### config.mk
export PLATFORM = sky130hd
export DESIGN_NAME = stage_4_sync_sink
export DESIGN_NICKNAME = d
export VERILOG_FILES = /design/src/rtl/stage_4_sync_sink.sv
export SDC_FILE = /design/constraint.sdc
export NUM_CORES = 1
export LEC_CHECK = 0
export BUFFER_PORTS_ARGS = -buffer_cell sky130_fd_sc_hd__buf_2
export CORE_MARGIN = 2
export CORE_UTILIZATION = 62
export CTS_BUF_LIST = sky130_fd_sc_hd__clkbuf_2 sky130_fd_sc_hd__clkbuf_4 sky130_fd_sc_hd__clkbuf_8
export DETAILED_ROUTE_END_ITERATION = 10
export MAX_ROUTING_LAYER = met4
export PLACE_DENSITY = 0.89
export SYNTH_ARGS = -nofsm -noshare
export SYNTH_HDL_FRONTEND = slang
export SYNTH_SLANG_ARGS = --single-unit
### constraint.sdc
create_clock -name clk -period 5.05 [get_ports clk]
set_input_delay 1.01 -clock clk [delete_from_list [all_inputs] [get_ports clk]]
set_output_delay 1.01 -clock clk [all_outputs]
set_load 0.005 [all_outputs]
### src/rtl/stage_4_sync_sink.sv
// ============================================================================
// Module   : stage_4_sync_sink
// Purpose  : Two-phase bundled-data receiver that buffers stage_4 tokens in a
//            small FIFO and presents them on a valid/ready interface.
// Revision : 1.0 - initial release
// ============================================================================
`default_nettype none

module stage_4_sync_sink #(
    parameter int DATA_W      = 3,
    parameter int DEPTH       = 4,
    parameter int SYNC_STAGES = 2
) (
    input  logic                       clk,
    input  logic                       rst,
    input  logic                       valid_in,
    input  logic [DATA_W-1:0]          data_in,
    output logic                       ack_out,
    output logic                       m_valid,
    input  logic                       m_ready,
    output logic [DATA_W-1:0]          m_data,
    output logic [$clog2(DEPTH):0]     count
);

    localparam int PTR_W = $clog2(DEPTH);
    localparam int CNT_W = PTR_W + 1;
    localparam logic [CNT_W-1:0] C_DEPTH = CNT_W'(DEPTH);

    logic [SYNC_STAGES-1:0] sync_q, sync_d;
    logic                   ph_q, ph_d;
    logic [PTR_W-1:0]       wr_ptr_q, wr_ptr_d;
    logic [PTR_W-1:0]       rd_ptr_q, rd_ptr_d;
    logic [CNT_W-1:0]       count_q, count_d;
    logic [DATA_W-1:0]      fifo_q [DEPTH];
    logic [DATA_W-1:0]      fifo_d [DEPTH];

    logic vs, pending, pop, accept;

    assign vs      = sync_q[SYNC_STAGES-1];
    assign pending = (vs != ph_q);
    assign pop     = (count_q != '0) && m_ready;
    // A pop in the same edge frees the slot, so a full FIFO can still accept.
    assign accept  = pending && ((count_q < C_DEPTH) || pop);

    always_comb begin
        sync_d   = {sync_q[SYNC_STAGES-2:0], valid_in};
        ph_d     = ph_q;
        wr_ptr_d = wr_ptr_q;
        rd_ptr_d = rd_ptr_q;
        count_d  = count_q;
        for (int i = 0; i < DEPTH; i++) begin
            fifo_d[i] = fifo_q[i];
        end

        if (accept) begin
            fifo_d[wr_ptr_q] = data_in;
            wr_ptr_d         = wr_ptr_q + 1'b1;
            ph_d             = vs;
        end
        if (pop) begin
            rd_ptr_d = rd_ptr_q + 1'b1;
        end

        case ({accept, pop})
            2'b10:   count_d = count_q + 1'b1;
            2'b01:   count_d = count_q - 1'b1;
            default: count_d = count_q;
        endcase
    end

    always_ff @(posedge clk or posedge rst) begin
        if (rst) begin
            sync_q   <= '0;
            ph_q     <= 1'b0;
            wr_ptr_q <= '0;
            rd_ptr_q <= '0;
            count_q  <= '0;
            for (int i = 0; i < DEPTH; i++) begin
                fifo_q[i] <= '0;
            end
        end else begin
            sync_q   <= sync_d;
            ph_q     <= ph_d;
            wr_ptr_q <= wr_ptr_d;
            rd_ptr_q <= rd_ptr_d;
            count_q  <= count_d;
            for (int i = 0; i < DEPTH; i++) begin
                fifo_q[i] <= fifo_d[i];
            end
        end
    end

    // The acknowledge is the accepted phase itself, so it never diverges from ph.
    assign ack_out = ph_q;
    assign m_valid = (count_q != '0);
    assign m_data  = fifo_q[rd_ptr_q];
    assign count   = count_q;

endmodule

`default_nettype wire

---- Word-level counts from Yosys, hierarchy flattened ----
Index checks and enable logic that the tools add are counted.
storage, ports and cells
  flip-flop bits (word level) ............. 22
  input port bits ......................... 7
  output and inout bits ................... 8
  word-level logic and storage cells ...... 35
operators by class
  $add $sub $neg .......................... 4
  order comparisons ....................... 4
  equal/unequal tests ..................... 3
  mux-type cells .......................... 7
  bitwise operators ....................... 2
  reductions and logical operators ........ 6
operators by type and width
  operator               number
  $bwmux W12             1
  $mux W3                3
  $bmux W3 S2            1
  $demux W3 S2           1
  $ge A3 B3 Y1 const B   2
  $not A2 Y3             2
  $pmux W3 S2            1
  $add A2 B1 Y2 const B  2
  $add A3 B1 Y3 const B  1
  $logic_and A1 B1 Y1    3
  $lt A3 B1 Y1 const B   1
  $lt A3 B3 Y1 const B   1
  $reduce_bool A3 Y1     1
  $sub A3 B1 Y3 const B  1
  $eq A2 B1 Y1 const B   1
  $eq A2 B2 Y1 const B   1
  $reduce_bool A2 Y1     1
  $logic_or A1 B1 Y1     1
  $ne A1 B1 Y1           1

---- Longest topological paths before layout ----
Gate-level depths: netlist of the first run.
  depth in word-level cells ............... 6
  gate-level depth with buffers ........... 8
  gate-level depth less buffers ........... 8

---- Worst setup path after synthesis of the first run ----
Ideal clock, no wire load.
  kind .................................... input -> register
  start point ............................. in m_ready
  end point ............................... reg count_q[2] (netlist: count[2])
  setup time .............................. 0.079 ns
  data arrival time ....................... 2.316 ns
  data required time ...................... 4.971 ns
  slack ................................... 2.655 ns
  cell stages on the path ................. 8
  path buffers ............................ 0
  path through ............................ nand2b_1 nand2_1 ha_1 inv_1 fa_1 xor2_1 nor2_1 xor2_1
between the ends
  longest elaborated chain between the ends .. 5
  elaborated cells between the ends (all ways) .. 7
  those cells by class .................... eq/ne (2); mux (1); reduce/logical (4)
ends and longest elaborated chain
  what                                                      line  RTL
  start, declared                                           20    input logic m_ready,
  $logic_and A1 B1 Y1 *                                     41    assign pop = (count_q != '0) && m_ready;
  $logic_or A1 B1 Y1                                        43    assign accept = pending && ((count_q < C_DEPTH) || pop);
  $logic_and A1 B1 Y1                                       43
  $eq A2 B1 Y1 / $eq A2 B2 Y1 (equally long branches)       64    case ({accept, pop})
  $pmux W3 S2 / $reduce_bool A2 Y1 (equally long branches)  --
  end signal, assigned                                      86    count_q <= count_d;
  end, declared                                             33    logic [CNT_W-1:0] count_q, count_d;
Mark *: on every way between the ends. The rest lies on a longest branch, timed or not.
A chain may end at the register's enable or synchronous reset.

---- Worst setup path after layout of the first run ----
  start point ............................. reg rd_ptr_q[0]
  end point ............................... out m_data[2]
between the ends
  longest elaborated chain between the ends .. 4
ends and longest elaborated chain
  what                                         line  RTL
  start, declared                              32    logic [PTR_W-1:0] rd_ptr_q, rd_ptr_d;
  start signal, assigned                       85    rd_ptr_q <= rd_ptr_d;
  $not A2 Y3 (not written as such)             96    assign m_data = fifo_q[rd_ptr_q];
  $bmux W3 S2                                  96
  $mux W3 (not written as such) (2 in series)  96
  end, declared                                21    output logic [DATA_W-1:0] m_data,
Every way passes these cells. The select of a mux whose other input is x is not followed.

==> results_dict.tcl, run 1 <==
set metrics [dict create \
    hold_path_startpoint "sync_q[0]" \
    fin_skew_ps 6.553 \
    worst_slew_pin_slew_ps 796.0 \
    synthTopCellsByArea "dfrtp_1 (54%), mux2_2 (15%), mux4_2 (6.6%)" \
    grt_setup_unrepaired "no" \
    rows 14 \
    power_density_nw_per_um2 632.0 \
    ant_nets 0 \
    grt_usage_pct 20.27 \
    clk_latency_ps 300 \
    first_pass_iters 4 \
    cts_tree "done" \
    synth_cells 70 \
    path_cells "mux4_2 -> buf_2" \
    clockBufferDepth 2 \
    fin_crit_sh_pct 50.12 \
    place_area_um2 1102 \
    dp_cells 99 \
    fin_ws_ps 2519 \
    postCtsHoldBufs 0 \
    n_antenna_cell 0 \
    finish.instance_area_um2 1139 \
    port_buffers 14 \
    synth_seq_cells 22 \
    route.met3.wl_um 79 \
    grt_pass1_vias 592 \
    r2r-end "count[2]" \
    routed_wl_um 1572 \
    initial_utilization_pct 66.75 \
    top_layer_used "met4" \
    finalMaxSlewViolations 0 \
    period_needed_ps 2531 \
    cts_resized 0 \
    die_h_um 44.51 \
    fillers 100 \
    fmax_mhz 395.1 \
    slowest_delay_ps 550 \
    required_ps 4040 \
    synthesis.area_um2 1017 \
    cts_buffers 3 \
    whs_endpoint "sync_q[1]" \
    crit_type "reg -> out" \
    h-tree-depth 1 \
    coreArea_um2 1524 \
    antenna_found_initial 0 \
    grt_pass1_wl_um 2663 \
    ios 15 \
    start_kind "flip-flop" \
    maxSlewHeadroom_pct 46.88 \
    num_vias 602 \
    reg2reg_from "ack_out" \
    worstRegToRegCells 8 \
    arrival_ps 1520 \
    hold_path_class "reg -> reg" \
    endpoint_kind "primary output" \
    yosys.area.top_type "dfrtp_1" \
    layout.nets 101 \
    synth_top_area_share_pct 54.12 \
    areaGrowthSynthToFinish_pct 11.93 \
    peakVddDrop_mv 0.3591 \
    final_hold_viol_count 0 \
    syn_area_per_cell_um2 14.53 \
    yosysSeqAreaShare_pct 54.12 \
    maxCapViolCount 0 \
    setup_violations 0 \
    vias_per_cell 5.845 \
    reg2reg_setup_slack_ps 3120 \
    fin_cells 103 \
    cts_setup_buffers 0 \
    place_congestion 0.7470 \
    outcome "complete, no violations" \
    drc_errors 0 \
    place_worst_setup_slack_ps 2404 \
    clk_pin_slew_worst_paths_ps 120 \
    hold_depth 0 \
    multi_input_area_um2 439.2 \
    critical_path.max_fanout 5 \
    clock-root-buffer "clkbuf_4" \
    die_w_um 44.51 \
    ff_latch_area_um2 550.5 \
    wl_met1_um 643 \
    drtIter0Drc 9 \
    synth.net_count 83 \
    grt_max_degree 23 \
    drive_above_1_share_pct 41.38 \
    wl_met2_um 824 \
    wl_per_cell_um 15.26 \
    slowest_stage "mux4_2" \
    numClockSinks 22 \
    p_leak_uw 0.0005385 \
    fin_setup_tns_ps 0 \
    synth_cell_types 17 \
    dp_hpwl_um 1192 \
    yosysWarnings 0 \
    dieArea_um2 1981 \
    grt.overflow.total 0 \
]
==> per-layer routing <==
metal	vias up	track usage, %
li1	270	-
met1	309	26.20
met4	0	9.091
met5	-	-
met2	19	32.17
met3	4	2.449
==> final cells by class <==
type | instances | share of cell area, %
Clock buffer | 4 | 3.187
Tap cell | 16 | 1.758
Sequential cell | 22 | 48.35
Multi-Input combinational cell | 41 | 38.57
Inverter | 6 | 1.978
Timing Repair Buffer | 14 | 6.154
==> cell usage in the layout (no fill, tap or decap), types with 3 or more instances in the layout <==
cell type and instances:
dfrtp_1 22, mux2_2 14, buf_2 14, inv_1 6
ha_1 5, nand3_1 4, xor2_1 3, xnor2_1 3
mux4_2 3, clkbuf_4 3
==> worst max-delay path: cells and delay by family, from the launching register on <==
family	cells	cell delay, ps
mux	1	550
flops	1	530
buf+inv	1	140
==> logic make-up after synthesis <==
logic type | Yosys count | share of synthesized area [%]
DFF | 22 | 54.12
and+or+nand+nor | 9 | 4.306
AOI/OAI and AO/OA | 1 | 0.8612
muxes | 18 | 23.12
adders and majority gates | 6 | 8.118
buffers and inverters | 7 | 2.705
xor gates and xnor gates | 7 | 6.766
==> worst max-delay path by stage <==
stage | cells past startpoint | startpoint | slack (ps) | end
final | 2 | rd_ptr_q[0] | 2520 | m_data[2]
after CTS | 2 | rd_ptr_q[0] | 2500 | m_data[2]
after detailed placement | 9 | m_ready | 2400 | count[2]
after global routing | 2 | rd_ptr_q[0] | 2460 | m_data[2]
after floorplan | 8 | m_ready | 2650 | count[2]
after global placement | 9 | m_ready | 2480 | count[2]
==> state kept, by name (all words and copies together) (netlist names) <==
register	count
sync_q	2
rd_ptr_q	2
ack_out	1
fifo_q	12
count	3
wr_ptr_q	2
==> synth_stat cells, drive strengths merged <==
master	instances
nor2	1
inv	6
xnor2	3
nand2b	1
o31a	1
ha	5
nand3	4
fa	1
clkbuf	1
mux4	3
mux2	14
nand2	2
xor2	4
or3	1
dfrtp	22
mux2i	1
==> report_power, final <==
group          total, µW  switching, µW  leakage (µW)  internal [µW]
logic                297            118      0.000258            178
registers            330           70.2      0.000259            260
clock network       93.1           49.2     0.0000210           43.9
==> per-stage QoR <==
stage	power, µW	util [%]	hold slack, ps
6_report	719.6	74.71	360.2
5_1_grt	774.9	74.71	381.4
4_1_cts	728.2	74.71	365.3
3_5_place_dp	632.4	72.33	336.5
3_3_place_gp	611.2	72.33	333.2
2_1_floorplan	539.7	-	331.2
No activity file was read; power rests on OpenSTA's default activity.
==> inputs of run 2 (changes only) <==
Settings changed: CORE_UTILIZATION 62 to 52, PLACE_DENSITY 0.89 to 0.8.
Clock period 5.05 ns to 2 ns, I/O delays scaled along.
==> results_dict.tcl, run 2 (synthesis results as in run 1) <==
set metrics [dict create \
    outcome "complete, no violations" \
    grt.busiest_layer "met2" \
    peakVddDrop_mv 1.034 \
    fin_crit_sh_pct 94.65 \
    p_leak_uw 0.0005512 \
    grt_usage_pct 16.56 \
    clk_latency_ps 290 \
    final_hold_viol_count 0 \
    coreArea_um2 1783 \
    period_needed_ps 1893 \
    required_ps 2220 \
    clk_pin_slew_worst_paths_ps 110 \
    critical_path.max_fanout 5 \
    grt_pass1_vias 589 \
    grt_setup_unrepaired "no" \
    largest_reg_flops 12 \
    mostFrequentLayoutCells "dfrtp_1 (22), mux2_2 (14), buf_2 (14)" \
    start_kind "flip-flop" \
    wl_per_cell_um 13.58 \
    fin_skew_ps 4.607 \
    cts_buffers 3 \
    die_w_um 48.23 \
    initial_utilization_pct 57.05 \
    top_register "fifo_q" \
    power_density_nw_per_um2 1549 \
    clock-root-buffer "clkbuf_4" \
    grt_use_met1_pct 20.43 \
    h-tree-depth 1 \
    layout.nets 104 \
    dp_hpwl_um 1189 \
    worstRegToRegCells 8 \
    drive_above_1_share_pct 45.56 \
    port_buffers 14 \
    num_vias 566 \
    vias_per_cell 4.922 \
    place_congestion 0.7041 \
    rows 15 \
    die_h_um 48.23 \
    first_pass_iters 3 \
    finalMaxSlewViolations 0 \
    drc_errors 0 \
    maxCapViolCount 0 \
    fin_setup_tns_ps 0 \
    numClockSinks 22 \
    clockBufferDepth 2 \
    antenna_found_initial 0 \
    hold_path_class "in -> async" \
    grt_pass1_wl_um 2546 \
    maxSlewHeadroom_pct 81.73 \
    arrival_ps 2110 \
    fmax_mhz 528.3 \
    grt_max_degree 23 \
    areaGrowthSynthToFinish_pct 15.74 \
    use_met2_pct 27.37 \
    routed_wl_um 1562 \
    n_antenna_cell 0 \
    use_met3_pct 3.333 \
    grt.overflow.total 0 \
    crit_type "reg -> reg" \
    final_util_pct 66.04 \
    postCtsHoldBufs 0 \
    endpoint_kind "flip-flop" \
    worst_slew_pin_slew_ps 273.9 \
    final_common_cell "dfrtp_1" \
    ios 15 \
    drtIter0Drc 5 \
    dieArea_um2 2326 \
    setup_violations 0 \
    ant_nets 0 \
    cts_tree "done" \
]
[run 2: changes by cell type in the layout (fill, tap and decap cells not counted), sizes merged]
cell | previous run | this run
buf | 14 | 17
[run 2: path summary, 6_finish.rpt]
check	start	endpoint	slack, ps
max	ack_out	count[2]	110
min	rst	sync_q[0]	110
max reg2reg	ack_out	count[2]	110
min reg2reg	sync_q[0]	sync_q[1]	360
max in group asynchronous	rst	fifo_q[1]	1680
min in group clk	valid_in	sync_q[0]	200
[run 2: metrics by stage]
| step | hold slack (ps) | cells | area (µm²) | total power, µW | worst slack (ps) |
|---|---|---|---|---|---|
| 6_report | 111.4 | 115 | 1177 | 1824 | 107.1 |
| 5_1_grt | 142.9 | 115 | 1177 | 1990 | 9.327 |
| 4_1_cts | 111.3 | 114 | 1165 | 1838 | 54.74 |
| 3_5_place_dp | 335.6 | 110 | 1129 | 1600 | 80.11 |
| 3_3_place_gp | 331.3 | 110 | 1129 | 1560 | 109.1 |
| 2_1_floorplan | 331.2 | 70 | 1017 | 1363 | 207.9 |
[run 2: per-layer routing]
layer	part of all wire, %	up-vias
met5	0	-
met2	50	13
met1	46	277
li1	-	276
met3	3.8	0
met4	0	0
[run 2: what timing repair did]
| item | in CTS | in global routing |
|---|---|---|
| gates resized for setup | 0 | 2 |
| setup buffers | 0 | 1 |
| endpoints found under the setup margin | 0 | 1 |
[run 2: critical path: stages (launching register included)]
cell	delay, ps
dfrtp_1	420
xor2_2	220
nand2_2	120
ha_2	190
inv_1	60
fa_1	380
xor2_1	150
nor2_1	120
xor2_1	160
[run 2: layout make-up]
class | instances | area, µm²
Fill cell | 140 | 605.6
Sequential cell | 22 | 550.5
Multi-Input combinational cell | 41 | 444.2
Timing Repair Buffer | 17 | 92.59
Clock buffer | 4 | 36.28
Tap cell | 25 | 31.28
Inverter | 6 | 22.52
[run 2: report_power, final]
part           internal, µW  switching, µW  total [µW]  leakage (µW)
sequential              655            165         820      0.000259
clock                   111            123         234     0.0000210
combinational           468            301         770      0.000271
==> inputs of run 3 (changes only) <==
Clock period 2 ns to 1.67 ns, I/O delays scaled along.
==> results_dict.tcl, run 3 (synthesis results as in run 1) <==
set metrics [dict create \
    top_register "fifo_q" \
    grt_usage_pct 17.32 \
    port_buffers 14 \
    intPower_uw 1600 \
    place_congestion 0.7131 \
    vias_per_cell 5.033 \
    ios 15 \
    dieArea_um2 2326 \
    grt_pass1_vias 618 \
    fin_ws_ps -56.68 \
    final_common_cell "dfrtp_1" \
    worst_slew_pin_slew_ps 266.5 \
    die_h_um 48.23 \
    clk_latency_ps 300 \
    postCtsHoldBufs 0 \
    coreArea_um2 1783 \
    drive_above_1_share_pct 52.58 \
    areaGrowthSynthToFinish_pct 23.00 \
    period_needed_ps 1727 \
    reg2reg_from "count[1]" \
    fillers 131 \
    setup_violations 4 \
    required_ps 1340 \
    peakVddDrop_mv 1.069 \
    clock-root-buffer "clkbuf_4" \
    fin_skew_ps 3.863 \
    place_area_um2 1191 \
    grt_setup_unrepaired "yes" \
    critical_path.max_fanout 4 \
    grt_pass1_wl_um 2615 \
    n_antenna_cell 0 \
    hold_path_class "in -> async" \
    largest_reg_flops 12 \
    finish.instance_area_um2 1251 \
    ant_nets 0 \
    cts_buffers 3 \
    power_density_nw_per_um2 1886 \
    routed_wl_um 1683 \
    rows 15 \
    fmax_mhz 579.1 \
    h-tree-depth 1 \
    layout.nets 111 \
    crit_type "reg -> out" \
    finalMaxSlewViolations 0 \
    pwr-share-seq_pct 41.1 \
    dp_hpwl_um 1339 \
    crit_start "rd_ptr_q[0]" \
    swShare_pct 32.18 \
    num_vias 614 \
    start_kind "flip-flop" \
    final_util_pct 70.18 \
    die_w_um 48.23 \
    first_pass_iters 1 \
    violations "setup timing" \
    p_leak_uw 0.0005873 \
    wl_per_cell_um 13.80 \
    antenna_found_initial 0 \
    clk_pin_slew_worst_paths_ps 120 \
    numClockSinks 22 \
    maxSlewHeadroom_pct 82.23 \
    grt_max_degree 23 \
    cts_tree "done" \
    drc_errors 0 \
    initial_utilization_pct 57.05 \
    fin_crit_sh_pct 103.4 \
    clockBufferDepth 2 \
    fin_setup_tns_ps -147.8 \
    p_switching_uw 759.2 \
    drtIter0Drc 0 \
    maxCapViolCount 0 \
    mostFrequentLayoutCells "dfrtp_1 (21), mux2_2 (14), buf_2 (14)" \
    final_hold_viol_count 0 \
    outcome "finished with violations" \
    p_clk_share_pct 12.3 \
    arrival_ps 1390 \
    p_comb_share_pct 46.7 \
    grt.overflow.total 0 \
    endpoint_kind "primary output" \
]
==> run 3: changes by cell type in the layout (fill, tap and decap cells not counted) <==
cell | before | now
buf_4 | 3 | 8
buf_6 | 0 | 2
dfrtp_1 | 22 | 21
dfrtp_2 | 0 | 1
fa_1 | 1 | 0
fa_2 | 0 | 1
ha_2 | 1 | 0
ha_4 | 0 | 1
inv_1 | 6 | 5
inv_2 | 0 | 1
==> run 3: layer usage <==
layer | vias up | global-route usage [%] | part of all wire (%)
li1 | 288 | - | -
met1 | 310 | 18.18 | 42
met2 | 14 | 30.79 | 54
met3 | 2 | 3.333 | 3.3
met4 | 0 | 8.108 | 0.59
met5 | - | - | 0
==> run 3: per-stage QoR <==
step	setup slack (ps)	hold WS, ps	power [µW]	std cells
finish	-56.68	29.11	2360	122
global route	-105.7	50.64	2515	122
CTS	-68.10	32.15	2379	122
global placement	20.34	331.5	1974	116
detailed placement	-67.96	342.0	2052	116
floorplan	2.924	323.2	1661	70
==> run 3: power by group through the flow <==
stage	Clock [µW]	Combinational, µW	Sequential, µW
after floorplan	0	732	929
after global placement	0	1000	972
after detailed placement	0	1070	982
after CTS	298	1110	970
after global routing	323	1190	1000
final	289	1100	970
==> run 3: timing repair <==
| action | 4_1_cts | 5_1_grt |
|---|---|---|
| setup endpoints to repair | 6 | 6 |
| resized for setup | 3 | 1 |
| hold endpoints to repair | 0 | 0 |
| pin swaps | 2 | 1 |
| setup buffers | 2 | 0 |
==> run 3: area by class of cell <==
| class | instances | area (µm²) | share of cell area, % |
|---|---|---|---|
| clock buffer | 4 | 36.28 | 2.900 |
| inverter | 6 | 22.52 | 1.800 |
| multi-input combinational | 41 | 456.7 | 36.50 |
| sequential | 22 | 551.8 | 44.10 |
| tap | 25 | 31.28 | 2.500 |
| timing repair buffer | 24 | 152.6 | 12.20 |
==> run 3: final timing paths <==
| check | cells after the start | to | slack, ps |
|---|---|---|---|
| max | 2 | m_data[0] | -60 |
| max in group asynchronous | 3 | rd_ptr_q[0] | 1410 |
| min in group clk | 1 | sync_q[0] | 130 |
| min | 3 | count[0] | 30 |
| min reg2reg | 0 | sync_q[1] | 370 |
| max reg2reg | 7 | count[2] | -20 |
==> run 3: critical path, cell delays in order, from the launching register on <==
cell and delay [ps]:
dfrtp_2 440, mux4_2 510, buf_2 140
